File: src/rtl/mti_frame_ctrl_pkg.sv
// Shared definitions for the MTI frame sequencer: state encodings, counter widths
// and configuration clamp helpers.
package mti_frame_ctrl_pkg;

    localparam int unsigned CNT_W    = 9;
    localparam int unsigned PERIOD_W = 16;
    localparam int unsigned DATA_W   = 16;

    localparam logic [PERIOD_W-1:0] MIN_PERIOD = 16'd2;

    localparam logic [2:0] S_IDLE       = 3'd0;
    localparam logic [2:0] S_ACQ        = 3'd1;
    localparam logic [2:0] S_WAIT_LAST  = 3'd2;
    localparam logic [2:0] S_DRAIN_REQ  = 3'd3;
    localparam logic [2:0] S_DRAIN_WAIT = 3'd4;
    localparam logic [2:0] S_DRAIN_OUT  = 3'd5;
    localparam logic [2:0] S_DONE       = 3'd6;

    function automatic logic [CNT_W-1:0] clamp_nsamp(input logic [CNT_W-1:0] n,
                                                     input logic [CNT_W-1:0] max_n);
        return (n > max_n) ? max_n : n;
    endfunction

    function automatic logic [PERIOD_W-1:0] clamp_period(input logic [PERIOD_W-1:0] p);
        return (p < MIN_PERIOD) ? MIN_PERIOD : p;
    endfunction

endpackage

File: src/rtl/mti_frame_ctrl_period_timer.sv
// mti_period_timer: saturating 16-bit cycles-since-restart counter; expire is high
// once the count has reached limit.
module mti_period_timer (
    input  logic        clk,
    input  logic        reset,
    input  logic        restart,
    input  logic [15:0] limit,
    output logic        expire
);

    logic [15:0] count;

    // Restart loads 1 so the count equals cycles elapsed since the restart cycle.
    always_ff @(posedge clk) begin
        if (reset) begin
            count <= '0;
        end else if (restart) begin
            count <= 16'd1;
        end else if (count != '1) begin
            count <= count + 16'd1;
        end
    end

    assign expire = (count >= limit);

endmodule

File: src/rtl/mti_frame_ctrl.sv
// MTI frame sequencer: paces adc_start, counts adc_done, then drains the ADC FIFO
// into a valid/ready stream. Define MTI_FRAME_TIMEOUT_EN to enable the ADC timeout.
module mti_frame_ctrl
    import mti_frame_ctrl_pkg::*;
#(
    parameter int unsigned MAX_SAMP    = 256,
    parameter int unsigned TIMEOUT_CYC = 1024
) (
    input  logic        clk,
    input  logic        reset,
    input  logic [15:0] cfg_period,
    input  logic [8:0]  cfg_nsamp,
    input  logic        frame_start,
    output logic        busy,
    output logic        frame_done,
    output logic        err_timeout,
    output logic        adc_start,
    input  logic        adc_done,
    output logic        fifo_rden,
    input  logic        fifo_rdstb,
    input  logic [15:0] fifo_rddata,
    output logic [15:0] out_data,
    output logic        out_valid,
    input  logic        out_ready,
    output logic        out_last
);

    localparam logic [CNT_W-1:0] MAX_N = CNT_W'(MAX_SAMP);

    logic [2:0]          state;
    logic [PERIOD_W-1:0] period_q;
    logic [CNT_W-1:0]    nsamp_q;
    logic [CNT_W-1:0]    nsamp_in;
    logic [CNT_W-1:0]    issued;
    logic [CNT_W-1:0]    done_cnt;
    logic [CNT_W-1:0]    word_idx;
    logic                acq_phase;
    logic                credit;
    logic                done_ok;
    logic                period_exp;
    logic                fire;
    logic                timeout_hit;

    assign nsamp_in  = clamp_nsamp(cfg_nsamp, MAX_N);
    assign acq_phase = (state == S_ACQ) || (state == S_WAIT_LAST);

    // issued only counts starts from earlier cycles, so a done arriving in the same
    // cycle as a new start is credited to the previous start.
    assign credit  = acq_phase && adc_done && (done_cnt != issued);
    assign done_ok = (done_cnt == issued) || credit;
    assign fire    = (state == S_ACQ) && (issued != nsamp_q) &&
                     ((issued == '0) || (period_exp && done_ok));

    assign adc_start = fire;
    assign fifo_rden = (state == S_DRAIN_REQ);

    mti_period_timer u_period_timer (
        .clk     (clk),
        .reset   (reset),
        .restart (fire),
        .limit   (period_q),
        .expire  (period_exp)
    );

`ifdef MTI_FRAME_TIMEOUT_EN
    logic timeout_exp;

    mti_period_timer u_timeout_timer (
        .clk     (clk),
        .reset   (reset),
        .restart (fire),
        .limit   (16'(TIMEOUT_CYC)),
        .expire  (timeout_exp)
    );

    assign timeout_hit = acq_phase && (done_cnt != issued) && !adc_done && timeout_exp;
`else
    logic unused_timeout_cfg;
    assign unused_timeout_cfg = ^TIMEOUT_CYC;
    assign timeout_hit        = 1'b0;
`endif

    always_ff @(posedge clk) begin
        if (reset) begin
            state       <= S_IDLE;
            period_q    <= '0;
            nsamp_q     <= '0;
            issued      <= '0;
            done_cnt    <= '0;
            word_idx    <= '0;
            busy        <= 1'b0;
            frame_done  <= 1'b0;
            err_timeout <= 1'b0;
            out_data    <= '0;
            out_valid   <= 1'b0;
            out_last    <= 1'b0;
        end else begin
            frame_done <= 1'b0;
            if (fire) begin
                issued <= issued + CNT_W'(1);
            end
            if (credit) begin
                done_cnt <= done_cnt + CNT_W'(1);
            end

            case (state)
                S_IDLE: begin
                    if (frame_start) begin
                        period_q    <= clamp_period(cfg_period);
                        nsamp_q     <= nsamp_in;
                        issued      <= '0;
                        done_cnt    <= '0;
                        word_idx    <= '0;
                        err_timeout <= 1'b0;
                        busy        <= 1'b1;
                        state       <= (nsamp_in == '0) ? S_DONE : S_ACQ;
                    end
                end
                S_ACQ: begin
                    if (timeout_hit) begin
                        err_timeout <= 1'b1;
                        busy        <= 1'b0;
                        state       <= S_IDLE;
                    end else if (fire && ((issued + CNT_W'(1)) == nsamp_q)) begin
                        state <= S_WAIT_LAST;
                    end
                end
                S_WAIT_LAST: begin
                    if (timeout_hit) begin
                        err_timeout <= 1'b1;
                        busy        <= 1'b0;
                        state       <= S_IDLE;
                    end else if (done_cnt == nsamp_q) begin
                        state <= S_DRAIN_REQ;
                    end
                end
                S_DRAIN_REQ: begin
                    state <= S_DRAIN_WAIT;
                end
                S_DRAIN_WAIT: begin
                    if (fifo_rdstb) begin
                        out_data  <= fifo_rddata;
                        out_valid <= 1'b1;
                        out_last  <= (word_idx == (nsamp_q - CNT_W'(1)));
                        state     <= S_DRAIN_OUT;
                    end
                end
                S_DRAIN_OUT: begin
                    if (out_ready) begin
                        out_valid <= 1'b0;
                        out_last  <= 1'b0;
                        word_idx  <= word_idx + CNT_W'(1);
                        state     <= out_last ? S_DONE : S_DRAIN_REQ;
                    end
                end
                S_DONE: begin
                    frame_done <= 1'b1;
                    busy       <= 1'b0;
                    state      <= S_IDLE;
                end
                default: begin
                    state <= S_IDLE;
                end
            endcase
        end
    end

endmodule

File: config.mk
export PLATFORM = sky130hd
export DESIGN_NAME = mti_frame_ctrl
export DESIGN_NICKNAME = d
export VERILOG_FILES = /design/src/rtl/mti_frame_ctrl_pkg.sv /design/src/rtl/mti_frame_ctrl_period_timer.sv /design/src/rtl/mti_frame_ctrl.sv
export SDC_FILE = /design/constraint.sdc
export NUM_CORES = 1
export LEC_CHECK = 0
export ABC_AREA = 1
export CAP_MARGIN = 20
export CELL_PAD_IN_SITES_DETAIL_PLACEMENT = 1
export CELL_PAD_IN_SITES_GLOBAL_PLACEMENT = 1
export CORE_MARGIN = 2
export CORE_UTILIZATION = 40
export CTS_BUF_LIST = sky130_fd_sc_hd__clkbuf_8 sky130_fd_sc_hd__clkbuf_16
export DETAILED_ROUTE_END_ITERATION = 10
export GPL_TIMING_DRIVEN = 1
export PLACE_DENSITY = 0.84
export SLEW_MARGIN = 10
export SYNTH_ARGS = -nofsm -noshare
export SYNTH_HDL_FRONTEND = slang
export SYNTH_SLANG_ARGS = --single-unit
export TNS_END_PERCENT = 10
File: constraint.sdc
create_clock -name clk -period 2.5 [get_ports clk]
set_input_delay 0.25 -clock clk [delete_from_list [all_inputs] [get_ports clk]]
set_output_delay 0.25 -clock clk [all_outputs]
set_load 0.005 [all_outputs]
Word level (Yosys, flattened, before mapping)
Index checks and enable logic that the tools add are counted.

Output and inout port bits: 23. Register bits after elaboration: 91.

Reductions and logical operators: 23. Order comparisons: 3. Add/sub/neg operators: 5. Equality and inequality tests: 18. Mux-type cells: 29.

Operator list (count): two-way mux 9 bit (9); == test 9 bit (4); adder 9 x 1 -> 9 bit (second input constant) (3); two-way mux 3 bit (7); zero test 9 bit (2); != test 9 bit (2); one-hot mux 3 bit (6 select lines) (1); one-hot mux 9 bit (2 select lines) (1); adder 16 x 1 -> 16 bit (second input constant) (1); greater-or-equal comparator 16 bit (1); less-than comparator 16 x 2 -> 1 bit (second input constant) (1); two-way mux 16 bit (1); != test 16 bit (second input constant) (1); == test 3 bit (second input constant) (3); > comparator 9 bit (second input constant) (1); subtractor 9 x 1 -> 9 bit (second input constant) (1); nonzero test 2 bit (4); two-way mux 1 bit (7); == test 3 x 2 -> 1 bit (second input constant) (2); logical AND 1 bit (6); != test 2 bit (second input constant) (3); one-hot mux 1 bit (2 select lines) (3); AND reduction 2 bit (3); AND reduction 3 bit (2); other kinds (6) (9).

Longest topological paths before layout
Gate-level depths: netlist of the first run.

Depth in word-level cells: 11. Gate-level depth with buffers: 18. Mapped depth without buffers: 18.

Modules after synthesis
A second synthesis of the first run with hierarchy kept.

Cell total of the unflattened synthesis: 775. Area total of the unflattened synthesis: 5306.3 µm².

By module, submodules not included: mti_frame_ctrl (times used 1, cells an instance 564, area an instance 3981.3 µm², seq. area each 1501.4 µm²); mti_period_timer (times used 1, cells an instance 211, area an instance 1325.0 µm², seq. area each 320.3 µm²).

Least setup slack after synthesis of the first run
No wires, ideal clock.

Kind: reg2reg. Start: register issued[0]. End: register state[0]. Clock period less this slack: 1.734 ns. Data arrival time: 1.621 ns. Cell stages (with the launch flop): 16. Path slack: 0.766 ns. Required time: 2.387 ns. Cells stage by stage: dfxtp_1 > inv_1 > ha_1 > inv_1 > nand2_1 > nand2_1 > nor2_1 > nand2_1 > nor2_1 > nand4_1 > nor2_1 > nand3_1 > nand2_1 > nand2_1 > o21ai_1 > inv_1.

Longest elaborated chain between the ends: 9. Elaborated cells between the ends (all ways): 15.

RTL lines: from (decl) (line mti_frame_ctrl.sv:34) `logic [CNT_W-1:0] issued;`; from (signal assigned) (line mti_frame_ctrl.sv:100) `issued <= issued + CNT_W'(1);`; parallel branches: the longest is 6 deep, another holds adder 9 x 1 -> 9 bit; logical AND 1 bit (*) (line mti_frame_ctrl.sv:124) `end else if (fire && ((issued + CNT_W'(1)) == nsamp_q)) begin`; != test 2 x 1 -> 1 bit (no line) (*); AND reduction 5 bit (no line) (*); to (signal assigned) (line mti_frame_ctrl.sv:116) `state <= (nsamp_in == '0) ? S_DONE : S_ACQ;`; to (signal assigned) (line mti_frame_ctrl.sv:153) `state <= out_last ? S_DONE : S_DRAIN_REQ;`; to (decl) (line mti_frame_ctrl.sv:30) `logic [2:0] state;`.

Mark *: on every way between the ends. A chain may end at the register's enable or synchronous reset.

Worst setup path in the final report of the first run
Start: register period_q[11]. End: output adc_start.

Longest elaborated chain between the ends: 4.

RTL lines: from (decl) (line mti_frame_ctrl.sv:31) `logic [PERIOD_W-1:0] period_q;`; from (signal assigned) (line mti_frame_ctrl.sv:109) `period_q <= clamp_period(cfg_period);`; greater-or-equal comparator 16 bit (line mti_frame_ctrl_period_timer.sv:24) `assign expire = (count >= limit);`; logical AND 1 bit (line mti_frame_ctrl.sv:52) `((issued == '0) || (period_exp && done_ok));`; logical OR 1 bit (line mti_frame_ctrl.sv:52); logical AND 1 bit (line mti_frame_ctrl.sv:51) `assign fire = (state == S_ACQ) && (issued != nsamp_q) &&`; to (decl) (line mti_frame_ctrl.sv:17) `output logic adc_start,`.

Every way passes these cells.

==> results of run 1 <==
flip-flops by register name, indices dropped and copies added, names as in the netlist:
signal                cells
busy                      1
nsamp_q                   9
done_cnt                  9
out_valid                 1
out_last                  1
out_data                 16
state                     3
frame_done                1
word_idx                  9
issued                    9
period_q                 16
u_period_timer.count     16
cell type report:
type / count / area share, %
Clock buffer: 10 / 3.792
Timing Repair Buffer: 80 / 12.21
Sequential cell: 91 / 28.95
Clock inverter: 5 / 0.8735
Multi-Input combinational cell: 524 / 44.83
Inverter: 99 / 5.936
Tap cell: 172 / 3.415
worst min-delay path: stages (launching register included):
cell and delay [ps]:
dfxtp_1 310, nand2_1 60, a21oi_1 60
final timing paths:
| kind | to | slack [ps] | cells after the start |
|---|---|---|---|
| hold reg to reg | busy$_SDFFE_PP0P_ | 480 | 2 |
| hold / removal | busy$_SDFFE_PP0P_ | 480 | 2 |
| setup reg to reg | state[0]$_SDFFE_PP0P_ | 150 | 15 |
| setup / recovery | adc_start | 90 | 11 |
kinds of logic after synthesis:
family	count (synthesis)	synth area share (%)
other	1	0.07339
adder cells (fa/ha/maj)	22	5.387
AO/OA/AOI/OAI	119	12.41
XOR/XNOR	35	5.999
flip-flops	91	35.65
buffers and inverters	119	9.353
AND/OR/NAND/NOR	347	31.12
Yosys cell counts, types with 2 or more instances:
master	n	area (um^2)
xnor2_1	12	105.1
buf_4	2	15.01
nand3_1	58	290.3
xor2_1	23	201.4
o21ai_1	3	15.01
nand2_2	5	31.28
a211oi_1	8	60.06
nor3_1	20	100.1
nor2_4	3	33.78
dfxtp_1	91	1822
clkbuf_2	2	10.01
clkbuf_1	9	33.78
o21ai_0	60	300.3
and3_1	4	25.02
nor2_2	5	31.28
ha_1	22	275.3
or2_2	2	12.51
a21oi_1	41	205.2
o22ai_1	2	12.51
inv_2	8	30.03
nand4_1	17	106.4
buf_6	2	22.52
buf_2	5	25.02
nor3b_1	3	22.52
nor2_1	79	296.5
a31oi_1	2	12.51
inv_1	90	337.8
nor4_1	7	43.79
nand3_2	2	20.02
nand2_1	138	518.0
routing by layer:
| layer | vias to the layer above | part of all wire, % |
|---|---|---|
| li1 | 2539 | - |
| met1 | 2519 | 42 |
| met2 | 125 | 48 |
| met3 | 48 | 5.3 |
| met4 | 0 | 3.8 |
| met5 | - | 0 |
power by group through the flow:
| stage | Sequential [mW] | Clock [mW] | Combinational (mW) |
|---|---|---|---|
| 4_1_cts | 1.82 | 1.42 | 2.00 |
| 5_1_grt | 1.85 | 1.48 | 2.26 |
| 6_report | 1.83 | 1.40 | 2.01 |
| 3_3_place_gp | 1.84 | 0 | 1.85 |
| 3_5_place_dp | 1.85 | 0 | 1.96 |
| 2_1_floorplan | 1.78 | 0 | 1.40 |
timing repair:
action,4_1_cts,5_1_grt
setup endpoints to repair,1,5
hold endpoints to repair,0,0
resized for setup,6,3
pin swaps,1,0
==> impl_metrics.json, run 1 <==
{
  "fp.dieW_um": 117.0,
  "hold_buffers": 0,
  "setup_tns_ps": 0,
  "post-cts-setup-buffers": 0,
  "gp_congestion": 0.8986,
  "cts_sinks": 91,
  "crit_chain": "inv_1, ha_1, a21oi_1, o21ai_0, a21oi_1, nand2_2, nand2_1, nand2_2, nand2_4, inv_4, dlygate4sd2_1",
  "io_pins": 70,
  "ys_seq_area_share_pct": 35.65,
  "nets": 874,
  "root_buffer": "clkbuf_16",
  "wl_per_cell_um": 17.23,
  "drt-total-wl_um": 16900,
  "fmax_mhz": 415.5,
  "viasPerCell": 5.332,
  "final_cell_mix": "nand2_1, inv_1, dfxtp_1",
  "grt_first_pass_wirelength_um": 27050,
  "worstSetupEndpointType": "output port",
  "die-area_mm2": 0.01369,
  "finalHoldViolCount": 0,
  "cts_tree": "built",
  "maxSlewViolCount": 0,
  "ys_ff_latch": 91,
  "pre_cts_ws_ps": 172.1,
  "first_global_vias": 5476,
  "hp-start": "busy$_SDFFE_PP0P_",
  "num_rows": 41,
  "post-dp-hpwl_um": 12820,
  "drive_gt1_share_pct": 7.540,
  "pwr-share-comb_pct": 38.4,
  "critPathRequiredTime_ps": 2250,
  "max_cap_violations": 0,
  "p_leak_nw": 2.576,
  "critPathMaxStageDelay_ps": 320,
  "tightest_slew_ps": 506.7,
  "synth-edff-count": 0,
  "fin_crit_sh_pct": 96.27,
  "critPathLaunch": "period_q[11]$_SDFFE_PP0P_",
  "slowest_stage": "ha_1",
  "drtAntennaViolNets": 0,
  "place_inst": 966,
  "regArea_mm2": 0.001824,
  "grt_max_degree": 22,
  "grt_setup_unrepaired": "yes",
  "slew_headroom_pct": 65.91,
  "cp_num_buf_inv": 3,
  "crit_type": "reg2out",
  "clock_path_buffers": 2,
  "layout_setup_ws_ps": 93.25,
  "yosys_warnings": 0,
  "setup_viol": 0,
  "met3_usage_pct": 4.995,
  "cp_top_family": "compound AO/OA/AOI/OAI gates",
  "met1_usage_pct": 31.09,
  "use_met2_pct": 43.28,
  "portBuffers": 68,
  "fin_skew_ps": 4.911,
  "area_growth_pct": 23.33,
  "p_clk_share_pct": 26.7,
  "place_area_mm2": 0.005989,
  "antennaDiodeCount": 0,
  "dr.pass1.iters": 4,
  "hold_slack_ps": 481.1,
  "internal_power_mw": 3.156,
  "htree_num_levels": 3,
  "min_path_type": "reg2reg",
  "cp_max_fo": 7,
  "synthArstFlopShare_pct": 0,
  "peakVddDrop_v": 0.0004571,
  "cts_buffers": 9,
  "reg2reg_from": "issued[0]$_SDFF_PP0_",
  "grt_overflow_total": 0,
  "syn_nets": 803,
  "ys.flop_type": "dfxtp_1",
  "core_region_area_mm2": 0.01257,
  "p_per_area_mw_per_mm2": 831.7,
  "multi_input_area_mm2": 0.002825,
  "grt_use_total_pct": 25.62,
  "n_fill_cell": 1610,
  "swShare_pct": 39.79,
  "instances_no_fill": 981,
  "fin_crit_ps": 2407,
  "via_count": 5231,
  "p_seq_share_pct": 34.9,
  "switching_power_mw": 2.085,
  "netlist_instances": 734,
  "antenna_found_initial": 0,
  "grt_busiest_layer": "met2",
  "insertion_delay_ps": 350,
  "final_util_pct": 50.14,
  "final_common_cell": "nand2_1",
  "synth_cell_types": 39,
  "start_util_pct": 40.66,
  "cts.reportedPaths.clkPinSlew_ps": 70,
  "outcome": "finished clean",
  "arrival_ps": 2160,
  "avgSynthCellArea_um2": 6.962,
  "critPathLaunchType": "flip-flop",
  "die_h_um": 117.0,
  "fin_area_mm2": 0.006302,
  "drc": 0,
  "power_mw": 5.241,
  "netlist_area_mm2": 0.005110,
  "first_iter_violations": 215
}
Power figures use the tool's default switching activity.
==> run 2, diff against run 1 <==
--- a/config.mk
+++ b/config.mk
@@ -14,9 +14,9 @@
 export CTS_BUF_LIST = sky130_fd_sc_hd__clkbuf_8 sky130_fd_sc_hd__clkbuf_16
 export DETAILED_ROUTE_END_ITERATION = 10
 export GPL_TIMING_DRIVEN = 1
+export HOLD_SLACK_MARGIN = 0.1
 export PLACE_DENSITY = 0.84
 export SLEW_MARGIN = 10
 export SYNTH_ARGS = -nofsm -noshare
 export SYNTH_HDL_FRONTEND = slang
 export SYNTH_SLANG_ARGS = --single-unit
-export TNS_END_PERCENT = 10
==> impl_metrics.json, run 2 (synthesis gave the netlist of run 1 again) <==
{
  "outcome": "finished clean",
  "nets": 874,
  "gp_congestion": 0.8986,
  "root_buffer": "clkbuf_16",
  "die-area_mm2": 0.01369,
  "grt_max_degree": 22,
  "maxSlewViolCount": 0,
  "post-dp-hpwl_um": 12820,
  "hold_slack_ps": 477.6,
  "hold_buffers": 0,
  "fmax_mhz": 419.0,
  "cts.reportedPaths.clkPinSlew_ps": 70,
  "tightest_slew_ps": 499.2,
  "max_cap_violations": 0,
  "area_growth_pct": 23.60,
  "insertion_delay_ps": 350,
  "peakVddDrop_v": 0.0004545,
  "grt_overflow_total": 0,
  "antenna_found_initial": 0,
  "fp.dieW_um": 117.0,
  "io_pins": 70,
  "num_rows": 41,
  "cts_buffers": 9,
  "p_leak_nw": 2.577,
  "via_count": 5209,
  "first_iter_violations": 269,
  "dr.pass1.iters": 4,
  "drc": 0,
  "drive_gt1_share_pct": 8.035,
  "antennaDiodeCount": 0,
  "wl_per_cell_um": 17.20,
  "cts_sinks": 91,
  "clock_path_buffers": 2,
  "top_regs": "out_data (16), period_q (16), u_period_timer.count (16)",
  "portBuffers": 68,
  "critPathLaunchType": "flip-flop",
  "die_h_um": 117.0,
  "htree_num_levels": 3,
  "first_global_vias": 5476,
  "grt_setup_unrepaired": "no",
  "setup_viol": 0,
  "fin_crit_sh_pct": 95.45,
  "worstSetupEndpointType": "output port",
  "arrival_ps": 2140,
  "core_region_area_mm2": 0.01257,
  "drt-total-wl_um": 16880,
  "viasPerCell": 5.310,
  "fin_crit_ps": 2386,
  "finalHoldViolCount": 0,
  "final_common_cell": "nand2_1",
  "final_cell_mix": "nand2_1, inv_1, dfxtp_1",
  "fin_skew_ps": 5.600,
  "p_per_area_mw_per_mm2": 829.4,
  "critPathRequiredTime_ps": 2250,
  "drtAntennaViolNets": 0,
  "cp_max_fo": 7,
  "grt_first_pass_wirelength_um": 27050,
  "slew_headroom_pct": 66.47,
  "setup_tns_ps": 0,
  "crit_type": "reg2out",
  "min_path_type": "reg2reg",
  "cts_tree": "built",
  "grt_use_total_pct": 25.62,
  "start_util_pct": 40.66,
  "post-cts-setup-buffers": 0
}
run 2: cell count changes in the layout (fill, tap and decap cells not counted):
| cell | previous run | this run |
|---|---|---|
| dfxtp_1 | 89 | 87 |
| dfxtp_2 | 2 | 4 |
| a21oi_1 | 41 | 40 |
| a21oi_2 | 0 | 1 |
| ha_1 | 22 | 21 |
| ha_4 | 0 | 1 |
| nand2_2 | 6 | 7 |
| nand2_4 | 2 | 1 |
run 2: final cells by class:
class | count | area (um^2)
inverters | 99 | 374.1
flip-flops and latches | 91 | 1827
clock inverters | 5 | 55.05
well taps | 172 | 215.2
clock buffers | 10 | 239.0
fillers | 1607 | 6252
multi-input cells | 524 | 2836
repair buffers | 80 | 769.5
run 2: what timing repair did:
action | CTS | global route
endpoints found under the setup margin | 1 | 5
gates resized for setup | 6 | 6
pin swaps | 1 | 1
run 2: final timing paths:
check / start / end / depth (start not counted) / slack (ps)
min: word_idx[8]$_SDFFE_PP0P_ / word_idx[8]$_SDFFE_PP0P_ / 1 / 480
max reg2reg: issued[0]$_SDFF_PP0_ / state[0]$_SDFFE_PP0P_ / 15 / 140
max: state[1]$_SDFFE_PP0P_ / adc_start / 10 / 110
min reg2reg: word_idx[8]$_SDFFE_PP0P_ / word_idx[8]$_SDFFE_PP0P_ / 1 / 480
run 2: metal layers:
| metal | part of all wire (%) | global-route usage (%) | wire length, um | vias to the layer above |
|---|---|---|---|---|
| met5 | 0 | 0 | 0 | - |
| met4 | 3.5 | 13.02 | 589 | 0 |
| met3 | 4.6 | 4.995 | 776 | 41 |
| met2 | 49 | 43.28 | 8257 | 114 |
| met1 | 43 | 31.09 | 7253 | 2517 |
| li1 | - | - | - | 2537 |
run 2: worst max-delay path: stages, from the launching register on:
cell and delay [ps]:
dfxtp_1 440, inv_1 90, nand3_1 210, inv_1 90, o21ai_1 320, nand2_1 90, nand2_1 90, nand2_2 70
nand2_4 80, inv_4 50, dlygate4sd2_1 250
run 2: power by group:
group | internal, mW | leakage (nW) | switching [mW]
Sequential | 1.63 | 0.740 | 0.203
Combinational | 0.734 | 1.69 | 1.28
Clock | 0.794 | 0.146 | 0.603
Total | 3.16 | 2.58 | 2.08
run 2: through the flow:
stage	cell area, um^2	cells	worst slack (ps)	util, %	power (mW)
2_1_floorplan	5110	734	765.6	-	3.184
3_3_place_gp	5989	966	298.5	47.66	3.688
3_5_place_dp	5989	966	172.1	47.66	3.810
4_1_cts	6295	981	96.08	50.08	5.247
5_1_grt	6316	981	1.412	50.25	5.586
6_report	6316	981	113.6	50.25	5.239
==> run 3, diff against run 2 <==
--- a/config.mk
+++ b/config.mk
@@ -6,10 +6,10 @@
 export NUM_CORES = 1
 export LEC_CHECK = 0
 export ABC_AREA = 1
+export ABC_CLOCK_PERIOD_IN_PS = 2500
 export CAP_MARGIN = 20
 export CELL_PAD_IN_SITES_DETAIL_PLACEMENT = 1
 export CELL_PAD_IN_SITES_GLOBAL_PLACEMENT = 1
-export CORE_MARGIN = 2
 export CORE_UTILIZATION = 40
 export CTS_BUF_LIST = sky130_fd_sc_hd__clkbuf_8 sky130_fd_sc_hd__clkbuf_16
 export DETAILED_ROUTE_END_ITERATION = 10
==> impl_metrics.json, run 3 (synthesis gave the netlist of run 1 again) <==
{
  "outcome": "finished clean",
  "p_per_area_mw_per_mm2": 840.7,
  "grt_busiest_layer": "met2",
  "via_count": 5167,
  "first_iter_violations": 169,
  "crit_chain": "ha_1, a21oi_1, o21ai_1, a21oi_1, nand2_1, nand2_1, nand2_2, nand2_4, inv_4, dlygate4sd2_1",
  "p_leak_nw": 2.605,
  "drc": 0,
  "place_area_mm2": 0.006015,
  "first_global_vias": 5474,
  "root_buffer": "clkbuf_16",
  "viasPerCell": 5.262,
  "fmax_mhz": 416.7,
  "area_growth_pct": 24.90,
  "cts_sinks": 91,
  "die-area_mm2": 0.01323,
  "fin_crit_sh_pct": 95.99,
  "met1_usage_pct": 29.68,
  "max_cap_violations": 0,
  "min_path_type": "reg2reg",
  "dr.pass1.iters": 4,
  "grt_first_pass_wirelength_um": 26830,
  "cp_max_fo": 7,
  "critPathMaxStageDelay_ps": 410,
  "grt_use_total_pct": 26.50,
  "worstSetupEndpointType": "output port",
  "final_common_cell": "nand2_1",
  "fin_crit_ps": 2400,
  "insertion_delay_ps": 360,
  "portBuffers": 68,
  "clock_path_buffers": 2,
  "arrival_ps": 2150,
  "start_util_pct": 41.84,
  "final_cell_mix": "nand2_1, inv_1, dfxtp_1",
  "cts_tree": "built",
  "io_pins": 70,
  "drtAntennaViolNets": 0,
  "antennaDiodeCount": 0,
  "finalHoldViolCount": 0,
  "setup_tns_ps": 0,
  "slew_headroom_pct": 56.95,
  "critPathLaunchType": "flip-flop",
  "grt_overflow_total": 0,
  "use_met2_pct": 48.31,
  "drive_gt1_share_pct": 8.354,
  "gp_congestion": 0.8851,
  "core_region_area_mm2": 0.01221,
  "grt_max_degree": 30,
  "top_regs": "out_data (16), period_q (16), u_period_timer.count (16)",
  "num_rows": 40,
  "cts_buffers": 9,
  "setup_viol": 0,
  "fin_area_mm2": 0.006382,
  "cp_top_family": "compound AO/OA/AOI/OAI gates",
  "die_h_um": 115.0,
  "cts.reportedPaths.clkPinSlew_ps": 70,
  "post-dp-hpwl_um": 12770,
  "met3_usage_pct": 6.062,
  "drt-total-wl_um": 16640,
  "antenna_found_initial": 0,
  "critPathRequiredTime_ps": 2250,
  "wl_per_cell_um": 16.95,
  "hold_buffers": 0,
  "nets": 878,
  "n_fill_cell": 1615,
  "peakVddDrop_v": 0.0004468,
  "fin_skew_ps": 10.10,
  "maxSlewViolCount": 0,
  "fp.dieW_um": 115.0,
  "grt_setup_unrepaired": "no",
  "slowest_stage": "dfxtp_1",
  "tightest_slew_ps": 645.0,
  "htree_num_levels": 3,
  "cp_num_buf_inv": 2,
  "crit_type": "reg2out"
}
run 3: timing repair:
action,4_1_cts,5_1_grt
setup endpoints to repair,1,0
resized for setup,9,0
buffers inserted,0,0
run 3: where the power goes:
group,switching [mW],internal (mW)
Clock,0.650,0.824
Sequential,0.197,1.63
Combinational,1.31,0.756
run 3: worst min-delay path: stages, from the launching register on:
cell and delay [ps]:
dfxtp_1 310, nand2_1 60, a21oi_1 50
run 3: cell type report:
type	instances	area (um^2)	area share (%)
Tap cell	168	210.2	3.293
Timing Repair Buffer	84	799.5	12.53
Multi-Input combinational cell	524	2853	44.70
Inverter	99	374.1	5.862
Clock buffer	10	239.0	3.744
Clock inverter	6	82.58	1.294
Sequential cell	91	1824	28.58
run 3: stage by stage:
| stage | hold slack [ps] | std cells | utilization [%] | total power, mW | setup WS, ps |
|---|---|---|---|---|---|
| 2_1_floorplan | 343.6 | 734 | - | 3.184 | 765.6 |
| 3_3_place_gp | 453.0 | 966 | 49.25 | 3.745 | 318.9 |
| 3_5_place_dp | 455.4 | 966 | 49.25 | 3.839 | 207.9 |
| 4_1_cts | 473.8 | 982 | 52.26 | 5.373 | 115.4 |
| 5_1_grt | 484.0 | 982 | 52.26 | 5.701 | 9.391 |
| 6_report | 470.4 | 982 | 52.26 | 5.366 | 100.3 |
run 3: worst paths after layout:
check	start	to	slack, ps	depth (start not counted)
min reg2reg	busy$_SDFFE_PP0P_	busy$_SDFFE_PP0P_	470	2
max reg2reg	u_period_timer.count[9]$_SDFFE_PP0P_	u_period_timer.count[5]$_SDFFE_PP0P_	220	11
min	busy$_SDFFE_PP0P_	busy$_SDFFE_PP0P_	470	2
max	u_period_timer.count[9]$_SDFFE_PP0P_	adc_start	100	10
run 3: routing by layer:
metal  vias up  wire (um)
li1       2552          -
met1      2476       7073
met2       111       8374
met3        28        719
met4         0        477
met5         -          0
